==> src/rtl/logic_result_fifo_if.sv <==
// rtl/logic_result_fifo_if.sv - producer/consumer handshake bundle for logic_result_fifo
interface logic_result_fifo_if #(
   parameter int DATA_W = 16,
   parameter int DEPTH  = 4
);
   localparam int CW = $clog2(DEPTH) + 1;

   logic              in_valid;
   logic              in_ready;
   logic [2:0]        in_sel;
   logic [DATA_W-1:0] in_result;
   logic              out_valid;
   logic              out_ready;
   logic [DATA_W-1:0] out_result;
   logic [2:0]        out_sel;
   logic              out_zero;
   logic              out_neg;
   logic              out_parity;
   logic              out_inval;
   logic [CW-1:0]     count;

   modport slave (
      input  in_valid, in_sel, in_result, out_ready,
      output in_ready, out_valid, out_result, out_sel,
             out_zero, out_neg, out_parity, out_inval, count
   );

   modport master (
      output in_valid, in_sel, in_result, out_ready,
      input  in_ready, out_valid, out_result, out_sel,
             out_zero, out_neg, out_parity, out_inval, count
   );
endinterface

==> src/rtl/logic_result_fifo.sv <==
// rtl/logic_result_fifo.sv - result FIFO with write-time status flags for the logic unit
module logic_result_fifo #(
   parameter int DATA_W = 16,
   parameter int DEPTH  = 4
) (
   input logic                clk,
   input logic                rst_n,
   logic_result_fifo_if.slave bus
);
   localparam int AW = $clog2(DEPTH);
   localparam int CW = AW + 1;

   typedef struct packed {
      logic [2:0]        sel;
      logic [DATA_W-1:0] result;
      logic              zero;
      logic              neg;
      logic              parity;
      logic              inval;
   } entry_t;

   entry_t        mem [DEPTH];
   logic [AW-1:0] wr_ptr;
   logic [AW-1:0] rd_ptr;
   logic [CW-1:0] count;
   logic          full;
   logic          empty;
   logic          push;
   logic          pop;
   entry_t        wr_entry;
   entry_t        head;

   // Handshake readiness comes from the registered count only, so no ready-to-ready path exists.
   assign full  = (count == CW'(DEPTH));
   assign empty = (count == '0);
   assign push  = bus.in_valid & ~full;
   assign pop   = bus.out_ready & ~empty;

   always_comb begin
      wr_entry        = '0;
      wr_entry.sel    = bus.in_sel;
      wr_entry.result = bus.in_result;
      wr_entry.zero   = (bus.in_result == '0);
      wr_entry.neg    = bus.in_result[DATA_W-1];
      wr_entry.parity = ^bus.in_result;
      wr_entry.inval  = (bus.in_sel == 3'b111);
   end

   always_ff @(posedge clk) begin
      if (!rst_n) begin
         wr_ptr <= '0;
         rd_ptr <= '0;
         count  <= '0;
      end else begin
         if (push) begin
            mem[wr_ptr] <= wr_entry;
            wr_ptr      <= wr_ptr + AW'(1);
         end
         if (pop) begin
            rd_ptr <= rd_ptr + AW'(1);
         end
         case ({push, pop})
            2'b10:   count <= count + CW'(1);
            2'b01:   count <= count - CW'(1);
            default: count <= count;
         endcase
      end
   end

   always_comb begin
      head = mem[rd_ptr];
      if (empty) begin
         head = '0;
      end
   end

   assign bus.in_ready   = ~full;
   assign bus.out_valid  = ~empty;
   assign bus.out_result = head.result;
   assign bus.out_sel    = head.sel;
   assign bus.out_zero   = head.zero;
   assign bus.out_neg    = head.neg;
   assign bus.out_parity = head.parity;
   assign bus.out_inval  = head.inval;
   assign bus.count      = count;
endmodule

==> src/flat_wrapper.sv <==
// flat-port wrapper written by rule: the top's interface ports become plain ports
module logic_result_fifo_flat 
#(
   parameter int DATA_W = 16,
   parameter int DEPTH  = 4
)
  (clk, rst_n, bus_in_valid, bus_in_sel, bus_in_result, bus_out_ready, bus_in_ready, bus_out_valid, bus_out_result, bus_out_sel, bus_out_zero, bus_out_neg, bus_out_parity, bus_out_inval, bus_count);
  logic_result_fifo_if #(.DATA_W(DATA_W), .DEPTH(DEPTH)) bus_i ();
  input logic clk;
  input logic rst_n;
  input wire logic [$bits(bus_i.in_valid)-1:0] bus_in_valid;
  input wire logic [$bits(bus_i.in_sel)-1:0] bus_in_sel;
  input wire logic [$bits(bus_i.in_result)-1:0] bus_in_result;
  input wire logic [$bits(bus_i.out_ready)-1:0] bus_out_ready;
  output wire logic [$bits(bus_i.in_ready)-1:0] bus_in_ready;
  output wire logic [$bits(bus_i.out_valid)-1:0] bus_out_valid;
  output wire logic [$bits(bus_i.out_result)-1:0] bus_out_result;
  output wire logic [$bits(bus_i.out_sel)-1:0] bus_out_sel;
  output wire logic [$bits(bus_i.out_zero)-1:0] bus_out_zero;
  output wire logic [$bits(bus_i.out_neg)-1:0] bus_out_neg;
  output wire logic [$bits(bus_i.out_parity)-1:0] bus_out_parity;
  output wire logic [$bits(bus_i.out_inval)-1:0] bus_out_inval;
  output wire logic [$bits(bus_i.count)-1:0] bus_count;
  assign bus_i.in_valid = bus_in_valid;
  assign bus_i.in_sel = bus_in_sel;
  assign bus_i.in_result = bus_in_result;
  assign bus_i.out_ready = bus_out_ready;
  assign bus_in_ready = bus_i.in_ready;
  assign bus_out_valid = bus_i.out_valid;
  assign bus_out_result = bus_i.out_result;
  assign bus_out_sel = bus_i.out_sel;
  assign bus_out_zero = bus_i.out_zero;
  assign bus_out_neg = bus_i.out_neg;
  assign bus_out_parity = bus_i.out_parity;
  assign bus_out_inval = bus_i.out_inval;
  assign bus_count = bus_i.count;
  logic_result_fifo #(.DATA_W(DATA_W), .DEPTH(DEPTH)) u_core (.clk(clk), .rst_n(rst_n), .bus(bus_i));
endmodule
==> config.mk <==
export PLATFORM = sky130hd
export DESIGN_NAME = logic_result_fifo_flat
export DESIGN_NICKNAME = d
export VERILOG_FILES = /design/src/rtl/logic_result_fifo_if.sv /design/src/rtl/logic_result_fifo.sv /design/src/flat_wrapper.sv
export SDC_FILE = /design/constraint.sdc
export NUM_CORES = 1
export LEC_CHECK = 0
export CAP_MARGIN = 10
export CORE_MARGIN = 2
export CORE_UTILIZATION = 45
export CTS_BUF_LIST = sky130_fd_sc_hd__clkbuf_8
export CTS_CLUSTER_SIZE = 28
export DETAILED_ROUTE_END_ITERATION = 6
export GPL_TIMING_DRIVEN = 0
export PLACE_DENSITY = 0.75
export SLEW_MARGIN = 20
export SYNTH_ARGS = -nofsm -noshare
export SYNTH_HDL_FRONTEND = slang
export SYNTH_SLANG_ARGS = --single-unit
==> constraint.sdc <==
create_clock -name clk -period 3.05 [get_ports clk]
set_clock_uncertainty 0.2 [all_clocks]
set_input_delay 0.4575 -clock clk [delete_from_list [all_inputs] [get_ports clk]]
set_output_delay 0.4575 -clock clk [all_outputs]
set_load 0.005 [all_outputs]
# Yosys cells after proc, flatten, opt, wreduce, memory -nomap -nowiden
# Memory sizes are Yosys's and may differ from the RTL's. A register that Yosys moved wholly into a read port is not among the register bits.
# Cells that the tools add are included.
# W data, S select, Z words.
# totals
ram_bits	92
register_bits	7
memories	1
latch_bits	0
word_cells	27
inputBits	23
romBits	0
# memory_table
memory	words	word_bits	read_ports	rd_ports_with_merged_regs	write_ports	line_no	text
u_core.mem	4	23	1	1	1	logic_result_fifo.sv:22	entry_t mem [DEPTH];
# classes
mux	7
magnitude_cmp	0
mul	0
n_reduce_logical	4
add_sub_neg	4
shifts	0
eq_ne	4
n_bitwise	4
div	0
# op_table
cell	n
$mux W23	1
$logic_not A16 Y1	1
$reduce_xor A16 Y1	1
$eq A3 B3 Y1 const B	2
$pmux W3 S2	1
$add A2 B1 Y2 const B	2
$mux W2	2
$add A3 B1 Y3 const B	1
$logic_not A3 Y1	1
$mux W1	3
$sub A3 B1 Y3 const B	1
$and A1 B1 Y1	2
$eq A2 B1 Y1 const B	1
$eq A2 B2 Y1 const B	1
$not A1 Y1	2
$reduce_bool A2 Y1	1

# Logic depth before layout (Yosys ltp)
# Gate-level depths: netlist of the first run.
# logic_depth
word_depth	6
ltp_mapped	10
depth_no_buf	9

# Worst setup path before layout of the first run
# No wires, ideal clock.
# synth_timing
kind	reg2reg
startpoint	register u_core.count[2], in the netlist u_core.bus.count[2]
endpoint	register u_core.count[2], in the netlist u_core.bus.count[2]
slack_ps	429
t_required_ps	2780
stages_incl_launch_ff	11
arrival_time_ps	2351
synth_period_minus_slack_ps	2621
cell_sequence	dfxtp_1 -> or3b_1 -> buf_6 -> and2_4 -> inv_1 -> ha_1 -> inv_1 -> fa_1 -> xor2_1 -> or3_2 -> a21oi_1
# synth_via
elab_chain_cells	5
word_cells_on_any_way	12
cone_classes	add/sub (2); eq/ne (3); mux (1); bitwise (4); reduce/logical (2)
# synth_lines
item	line_no	text
start, declared	logic_result_fifo.sv:25	logic [CW-1:0] count;
start signal, assigned	logic_result_fifo.sv:63	2'b10: count <= count + CW'(1);
start signal, assigned	logic_result_fifo.sv:64	2'b01: count <= count - CW'(1);
start signal, assigned	logic_result_fifo.sv:65	default: count <= count;
$eq A3 B3 Y1 (*)	logic_result_fifo.sv:34	assign full = (count == CW'(DEPTH));
$not A1 Y1 (*)	n/a	
named net bus_in_ready	flat_wrapper.sv:15	output wire logic [$bits(bus_i.in_ready)-1:0] bus_in_ready;
$and A1 B1 Y1 (*)	logic_result_fifo.sv:36	assign push = bus.in_valid & ~full;
$eq A2 B1 Y1 / $eq A2 B2 Y1 (equally long branches)	logic_result_fifo.sv:62	case ({push, pop})
$pmux W3 S2 / $reduce_bool A2 Y1 (equally long branches)	n/a	
# The timed path passes the listed nets; every way through them passes the cells marked *.
# A chain may end at the register's enable or synchronous reset.

==> key figures, run 1 <==
Run
  – Max-capacitance violation count: 0

Synthesis
  – Post-synthesis sequential area ratio: about 70%
  – Cell Area, Synth: 4050 um^2
  – Syn Nets: around 270
  – Synth Instances: ~230
  – Library cells used by synthesis: 27
  – Largest area contributor in the netlist: edfxtp_1
  – Synth warn: 0
  – Post-synth top cells: 88 x edfxtp_1, 25 x inv_1, 22 x mux4_2, 22 x nor2b_1, 13 x ha_1
  – Number of synthesized flops with an enable pin: 88
  – Avg Cell Area, Syn: between 15 and 20 um^2
  – Synth Flop Type: edfxtp_1
  – Share of flip-flops with an asynchronous set or reset: 0%
  – Post-synth top area share: about two thirds
  – Top-count cell post-synth: edfxtp_1
  – Ranking of synthesized cells by area: edfxtp_1 65%, mux4_2 12%, dfxtp_1 4.4%, ha_1 4.0%, nor2b_1 3.4%
  – Seq cells post-synth: 97

Floorplanning
  – Cell Rows: 34
  – Die Area: about 9800 um^2
  – DIE WIDTH: 98.9 um
  – Die Ht: approximately 100 um
  – I/O pin total: between 50 and 60
  – Starting Density: between 40% and 50%
  – Placeable Area: roughly 8700 um^2

Global route
  – First-pass GRT wire length: 10.9 mm
  – Largest net degree at the start of global routing: 23
  – Overflow after GRT: 0
  – Vias in the first global route: roughly 2100
  – Overall global routing resource usage: roughly 15%
  – Number of antenna violations at the first check in global routing: 0

Critical path
  – RR Endpoint: u_core.bus.count[2]
  – Critical Path Slowest Stage Cell: mux4_2
  – Worst EP required: 2.39 ns
  – Crit-path max cell delay: around 0.5 ns
  – Crit Path Class: reg -> out
  – Reg2reg start: u_core.bus.count[2]
  – CP max FO: 10
  – Reg2Reg Setup Slack: 0.30 ns
  – CP Cell Sequence: buf_6 > mux4_2 > nor2b_1 > buf_4 > clkdlybuf4s50_1
  – Setup crit end kind: output pin
  – Cells on worst reg2reg path: 10
  – CP startpoint kind: flip-flop
  – Crit path DAT: roughly 2.3 ns

Routing
  – # DRC: 0
  – Drt first pass iters: 4
  – Routed wire per std cell: ~17 um
  – Via density: between 5 and 6
  – Vias: 2055
  – Starting DRT DRC Count: about 110
  – Routed Antenna Nets: 0
  – Total wire length: just under 7 mm

Clock network
  – Inserted Clock Buffers: 9
  – Post-CTS setup buffers: 0
  – Root Driver: clkbuf_8
  – Later-pin clock latency in the skew report: between 0.3 and 0.4 ns
  – Post_cts resized: 1
  – CTS tree: done
  – Post-CTS Hold Buffers: 0
  – CTS H-Tree Depth: 3
  – Clk buf depth: 2
  – Clock transition at path regs: approximately 0.080 ns
  – CTS sink cnt: 97

Placement
  – Placer congestion estimate: just under 0.7
  – Placed Cells: 386
  – Post-DP HPWL: around 4.4 mm
  – IO Port Bufs: 50

Timing
  – RSZ-0062 raised after global routing: false
  – Final Hold Viols: 0
  – Final slew viol count: 0
  – Crit path time final: between 2 and 3 ns
  – Fmax: 345 MHz
  – Final setup fails: 0
  – Period utilization: around 95%
  – Max transition margin: between 50 and 60%
  – Total Neg Setup Slack: 0 ns
  – Worst Max-Slew Pin Slew: around 0.62 ns

Outcome
  – Status: complete, no violations

Min path
  – Worst Hold Class: reg -> reg
  – Worst hold path startpoint: u_core.rd_ptr[1]
  – Hold depth: 2
  – Hold worst-path end: u_core.rd_ptr[1]

Pwr
  – Max VDD drop: approximately 0.44 mV
  – Final Total Pwr: approximately 3.7 mW
  – Leak: 1.68 nW
  – Power Dens Cells: about 760 nW/um^2

Layout
  – # nets final: roughly 330
  – Number of diodes: 0
  – Area grow syn2layout: 20.6%
  – Filler-free cell count of the finished design: roughly 400
  – Layout Utilization: 56.0%
  – Fraction of layout cells with a size suffix above 1: approximately 17%
-- how the worst max path moves through the flow --
stage | cells past startpoint | slack [ns] | to | startpoint
finish | 5 | 0.15 | bus_out_result[15] | flip-flop
global route | 4 | 0.004 | bus_out_result[1] | u_core.bus.count[0]
CTS | 5 | 0.007 | bus_out_result[15] | flip-flop
detailed placement | 3 | 0.28 | u_core.mem[3][18] | bus_in_valid
global placement | 3 | 0.27 | u_core.mem[0][13] | bus_in_valid
floorplan | 10 | 0.43 | u_core.bus.count[2] | u_core.bus.count[2]
-- critical path, delay by kind of cell, from the launching register on --
kind / cells / cell delay (ns)
buffers and inverters: 3 / 0.79
DFF: 1 / 0.44
muxes: 1 / 0.50
and+or+nand+nor: 1 / 0.15
-- final cells by class --
class	count	area, um^2
sequential	97	2820
clock buffer	9	124
clock inverter	6	61.3
multi-input combinational	98	1090
timing repair buffer	50	500
fill	700	3830
tap	108	135
inverter	25	93.8
buffer	8	56.3
-- where the power goes --
| part | leakage, nW | total, mW | internal (mW) | switching, mW |
|---|---|---|---|---|
| Combinational | 0.711 | 1.30 | 0.759 | 0.536 |
| Sequential | 0.880 | 1.62 | 1.56 | 0.0640 |
| Clock | 0.0885 | 0.782 | 0.370 | 0.412 |
| Total | 1.68 | 3.70 | 2.69 | 1.01 |
-- per-stage QoR --
| step | hold slack (ns) | setup WS [ns] | instance area [um^2] |
|---|---|---|---|
| floorplan | 0.285 | 0.429 | 4050 |
| global placement | 0.305 | 0.266 | 4690 |
| detailed placement | 0.315 | 0.277 | 4690 |
| CTS | 0.345 | 0.00733 | 4880 |
| global route | 0.409 | 0.00361 | 4890 |
| finish | 0.335 | 0.147 | 4890 |
-- per-layer routing --
layer	part of all wire [%]	vias up	track usage, %
met5	0	-	0
li1	-	971	-
met3	5.0	6	3.26
met1	45	1023	21.0
met4	1.0	0	7.69
met2	49	55	22.9
-- registers in the layout, indices dropped and copies added (netlist names), named ones only --
name	flops
u_core.mem	88
u_core.bus.count	3
u_core.rd_ptr	2
u_core.wr_ptr	2
-- kinds of logic (layout without fill, tap and decap cells) --
logic type	after synthesis	count (layout)	synth area share (%)
xor+xnor	11	11	2.38
fa+ha+maj	14	14	4.51
mux	22	22	12.2
flops	97	97	69.7
compound gates	9	9	1.48
buf+inv	33	98	3.52
simple gates	42	42	6.24
-- placed cells by master (no fill, tap or decap), types with 2 or more instances in the layout --
cell type	instances
a21o_1	2
a21oi_1	3
and3_2	4
buf_4	2
buf_6	2
clkbuf_2	2
clkbuf_8	9
clkdlybuf4s50_1	50
clkinvlp_4	3
dfxtp_1	9
edfxtp_1	88
ha_1	13
inv_1	26
mux4_2	22
nand3_1	2
nand4_1	2
nor2_1	7
nor2b_1	22
xnor2_1	6
xor2_1	5
(Power assumes the default switching activity.)
==> inputs of run 2 (changes only) <==
- SKIP_CTS_REPAIR_TIMING: default -> 1
==> run 2 against run 1 <==
  * Critical path depth unchanged
  * Largest cell class unchanged
  * Total power about the same
  * Via count hardly changed
  * Maximum frequency up 0.13%
  * First-iteration DRC count unchanged
  * Setup slack gained 0.0037 ns
  * Register-to-register slack about the same
  * Highest routed layer unchanged
==> key figures, run 2 (synthesis gave the netlist of run 1 again) <==
Layout
  – Max reg flops: a little under 90
  – Layout Utilization: between 50 and 60%
  – Fill cells: 700
  – Largest regs: u_core.mem (88), u_core.bus.count (3)
  – Number of diodes: 0
  – Cell area after layout: around 5000 um^2
  – Area grow syn2layout: 20.6%
  – # nets final: ~330
  – Commonest non-fill, non-tap cell in the layout: edfxtp_1
  – Filler-free cell count of the finished design: between 400 and 500
  – Multi-input gate area: 1090 um^2
  – Register Area: 2820 um^2
  – Most frequent cells in the layout: 88 x edfxtp_1, 50 x clkdlybuf4s50_1, 26 x inv_1
  – Fraction of layout cells with a size suffix above 1: roughly 17%
  – Top reg by flops: u_core.mem

Global route
  – Overflow after GRT: 0
  – Met2 Track Usage GR: between 20% and 30%
  – GRT busiest layer: met2
  – Number of antenna violations at the first check in global routing: 0
  – Vias in the first global route: around 2100
  – GR Layer Usage met3: roughly 3.3%
  – GRT met1 Usage: roughly a fifth
  – First-pass GRT wire length: approximately 11 mm
  – Overall global routing resource usage: 15.2%
  – Largest net degree at the start of global routing: 23

Routing
  – Routed Antenna Nets: 0
  – Starting DRT DRC Count: approximately 110
  – Drt first pass iters: 4
  – Via density: a little over 5
  – Vias: slightly above 2000
  – # DRC: 0
  – Routed wire per std cell: about 17 um
  – Total wire length: between 6 and 7 mm

Floorplanning
  – DIE WIDTH: around 99 um
  – Cell Rows: 34
  – Placeable Area: approximately 8700 um^2
  – Die Area: slightly below 10000 um^2
  – Die Ht: ~99 um
  – I/O pin total: 51
  – Starting Density: 46.5%

Critical path
  – CP Cell Sequence: buf_6 > mux4_2 > nor2b_1 > buf_4 > clkdlybuf4s50_1
  – Crit path DAT: roughly 2.2 ns
  – Setup crit end kind: output pin
  – CP max FO: 10
  – Crit Path Class: reg -> out
  – CP startpoint kind: flip-flop
  – Critical Path Slowest Stage Cell: mux4_2
  – Worst EP required: ~2.4 ns
  – Crit-path max cell delay: ~0.5 ns

Timing
  – Final setup fails: 0
  – Fmax: 345 MHz
  – WHS: about 0.34 ns
  – Final slew viol count: 0
  – Crit path time final: a little under 3 ns
  – Worst Max-Slew Pin Slew: 0.624 ns
  – Max transition margin: 58.4%
  – Period utilization: between 90% and 100%
  – Total Neg Setup Slack: 0 ns
  – Final Hold Viols: 0
  – Worst setup margin: 0.151 ns
  – RSZ-0062 raised after global routing: false

Placement
  – Placed Cells: between 300 and 400
  – IO Port Bufs: 50
  – Placer congestion estimate: slightly below 0.7
  – Pre-CTS WS: roughly 0.28 ns
  – Placed inst area: between 4000 and 5000 um^2
  – Post-DP HPWL: about 4.4 mm

Clock network
  – CTS tree: done
  – Later-pin clock latency in the skew report: approximately 0.35 ns
  – CTS sink cnt: 97
  – Clk buf depth: 2
  – CTS H-Tree Depth: 3
  – Root Driver: clkbuf_8
  – Clock transition at path regs: around 0.08 ns
  – Inserted Clock Buffers: 9

Pwr
  – Max VDD drop: approximately 0.44 mV
  – Final Total Pwr: around 3.7 mW
  – Power Dens Cells: around 760 nW/um^2
  – Leak: around 1.7 nW

Run
  – Max-capacitance violation count: 0

Outcome
  – Status: complete, no violations

Min path
  – Worst Hold Class: reg -> reg
==> run 2: per-layer routing <==
| layer | part of all wire [%] | vias to the layer above |
|---|---|---|
| li1 | - | 971 |
| met2 | 49 | 49 |
| met5 | 0 | - |
| met1 | 45 | 1028 |
| met3 | 4.9 | 6 |
| met4 | 1.0 | 0 |
==> run 2: final timing paths <==
check | from | endpoint | slack, ns | cells past startpoint
worst max-delay path | flip-flop | bus_out_result[15] | 0.15 | 5
worst min-delay path | u_core.rd_ptr[1] | u_core.rd_ptr[1] | 0.34 | 2
worst max register to register | u_core.bus.count[2] | u_core.bus.count[2] | 0.30 | 10
worst min register to register | u_core.rd_ptr[1] | u_core.rd_ptr[1] | 0.34 | 2
==> run 2: area by class of cell <==
cell class,count,share of cell area (%)
plain buffers,8,1.15
clock buffers,9,2.54
clock inverters,6,1.25
inverters,25,1.92
multi-input cells,98,22.4
flip-flops and latches,97,57.8
well taps,108,2.77
repair buffers,50,10.2
==> run 2: where the power goes <==
group	leakage [nW]	internal, mW	total, mW	switching [mW]
sequential	0.880	1.56	1.62	0.0641
clock	0.0885	0.370	0.781	0.411
combinational	0.710	0.759	1.29	0.535
==> run 2: worst max-delay path, delay by kind of cell (launching register included) <==
| kind | cells | cell delay [ns] |
|---|---|---|
| AND/OR/NAND/NOR | 1 | 0.15 |
| flip-flops | 1 | 0.44 |
| buffers and inverters | 3 | 0.79 |
| multiplexers | 1 | 0.50 |
==> inputs of run 3 (changes only) <==
- CORE_UTILIZATION: 45 -> 57
- PLACE_DENSITY: 0.75 -> 0.9
==> run 3 against run 2 <==
  * Maximum frequency fell by 0.14%
  * Hold slack improved by 0.0012 ns
  * Sequential cell count did not move
  * First-iteration DRC count rose by 11%
  * Sequential share of layout area rose by 0.074 points
  * Total power rose by 0.73%
  * Sequential power barely moved
  * Setup slack got worse by 0.0041 ns
  * Non-clock buffer count did not move
  * Core utilization rose by 15 points
  * Critical path depth fell by 1
  * Highest routed layer unchanged
  * Count of clock-buffer cells in the layout did not move
==> key figures, run 3 (synthesis gave the netlist of run 1 again) <==
Global route
  – Overflow after GRT: 0
  – First-pass GRT wire length: roughly 11 mm
  – Largest net degree at the start of global routing: 23
  – Overall global routing resource usage: around 20%
  – Vias in the first global route: approximately 2200
  – Number of antenna violations at the first check in global routing: 0

Layout
  – Most frequent cells in the layout: 88 x edfxtp_1, 50 x clkdlybuf4s50_1, 26 x inv_1
  – Register Area: 2820 um^2
  – Commonest non-fill, non-tap cell in the layout: edfxtp_1
  – Filler-free cell count of the finished design: between 300 and 400
  – Fraction of layout cells with a size suffix above 1: about 17%
  – Max reg flops: 88
  – Area grow syn2layout: 20.4%
  – Fill cells: around 430
  – Number of diodes: 0
  – Largest regs: u_core.mem (88), u_core.bus.count (3)
  – Cell area after layout: ~4900 um^2
  – Top reg by flops: u_core.mem
  – # nets final: roughly 330
  – Multi-input gate area: ~1100 um^2

Routing
  – Vias: approximately 2100
  – # DRC: 0
  – Total wire length: 7.09 mm
  – Starting DRT DRC Count: between 100 and 150
  – Routed wire per std cell: ~18 um
  – Drt first pass iters: 4
  – Routed Antenna Nets: 0
  – Via density: approximately 5.4

Timing
  – Total Neg Setup Slack: 0 ns
  – RSZ-0062 raised after global routing: false
  – Final setup fails: 0
  – Fmax: 344 MHz
  – Period utilization: 95.2%
  – Max transition margin: about 60%
  – Final slew viol count: 0
  – Worst Max-Slew Pin Slew: 0.607 ns
  – Crit path time final: roughly 2.9 ns
  – Final Hold Viols: 0
  – Worst setup margin: 0.147 ns

Floorplanning
  – I/O pin total: just over 50
  – Die Ht: 88.3 um
  – Cell Rows: 30
  – Starting Density: between 50 and 60%
  – Die Area: around 8000 um^2
  – Placeable Area: 6830 um^2
  – DIE WIDTH: about 88 um

Critical path
  – CP max FO: 10
  – Worst EP required: between 2 and 2.5 ns
  – Setup crit end kind: output pin
  – Crit Path Class: reg -> out
  – CP startpoint kind: flip-flop
  – RR Endpoint: u_core.bus.count[2]
  – Crit path DAT: 2.25 ns
  – Reg2reg start: u_core.bus.count[2]
  – Reg2Reg Setup Slack: between 0.2 and 0.3 ns
  – Cells on worst reg2reg path: 10

Clock network
  – Clk buf depth: 2
  – CTS sink cnt: between 90 and 100
  – Later-pin clock latency in the skew report: around 0.35 ns
  – CTS tree: done
  – Clock transition at path regs: ~0.08 ns
  – CTS H-Tree Depth: 3
  – Inserted Clock Buffers: 9
  – Root Driver: clkbuf_8

Pwr
  – Leak: 1.68 nW
  – Max VDD drop: 0.525 mV
  – Final Total Pwr: roughly 3.7 mW
  – Power Dens Cells: roughly 760 nW/um^2

Placement
  – Placer congestion estimate: 0.674
  – Placed inst area: ~4700 um^2
  – Pre-CTS WS: 0.285 ns
  – Post-DP HPWL: around 4.7 mm
  – IO Port Bufs: 50
  – Placed Cells: 374

Run
  – Max-capacitance violation count: 0

Min path
  – Hold depth: 2
  – Worst hold path startpoint: u_core.rd_ptr[0]
  – Worst Hold Class: reg -> reg

Outcome
  – Status: complete, no violations
[run 3: changes by cell type in the layout (fill, tap and decap cells not counted)]
cell        previous run  this run
clkinvlp_4             3         2
clkbuf_1               1         2
clkbuf_2               3         2
inv_6                  0         1
clkinv_4               0         1
[run 3: metal layers]
metal  global-route usage [%]  wire [um]
met3                     4.10        281
met1                     24.1       2960
met4                     8.82        146
met5                        0          0
met2                     33.8       3700
[run 3: power breakdown]
| group | internal, mW | total [mW] | switching, mW |
|---|---|---|---|
| logic | 0.758 | 1.28 | 0.525 |
| registers | 1.56 | 1.62 | 0.0652 |
| clock network | 0.379 | 0.819 | 0.439 |
[run 3: worst max-delay path by stage]
stage | depth (start not counted) | slack [ns] | to | from
finish | 4 | 0.15 | bus_out_parity | flip-flop
global route | 5 | 0.008 | bus_out_result[15] | flip-flop
CTS | 5 | -0.05 | bus_out_result[15] | flip-flop
detailed placement | 9 | 0.28 | u_core.bus.count[2] | bus_in_valid
global placement | 3 | 0.31 | u_core.mem[0][18] | bus_in_valid
floorplan | 10 | 0.43 | u_core.bus.count[2] | u_core.bus.count[2]
[run 3: worst max-delay path: stages (launching register included)]
cell             delay [ns]
dfxtp_1                0.44
buf_4                  0.28
mux4_2                 0.54
nor2b_1                0.15
clkdlybuf4s50_1        0.48
[run 3: area by class of cell]
type	count	share of cell area [%]
multi-input combinational	98	22.4
clock inverter	7	1.46
tap	96	2.46
inverter	25	1.92
timing repair buffer	50	10.3
buffer	8	1.13
clock buffer	9	2.54
sequential	97	57.8
[run 3: per-stage QoR]
step | utilization, % | hold slack [ns]
after global routing | 71.4 | 0.376
after floorplan | - | 0.285
after detailed placement | 68.4 | 0.309
final | 71.4 | 0.337
after CTS | 71.3 | 0.337
after global placement | 68.4 | 0.305
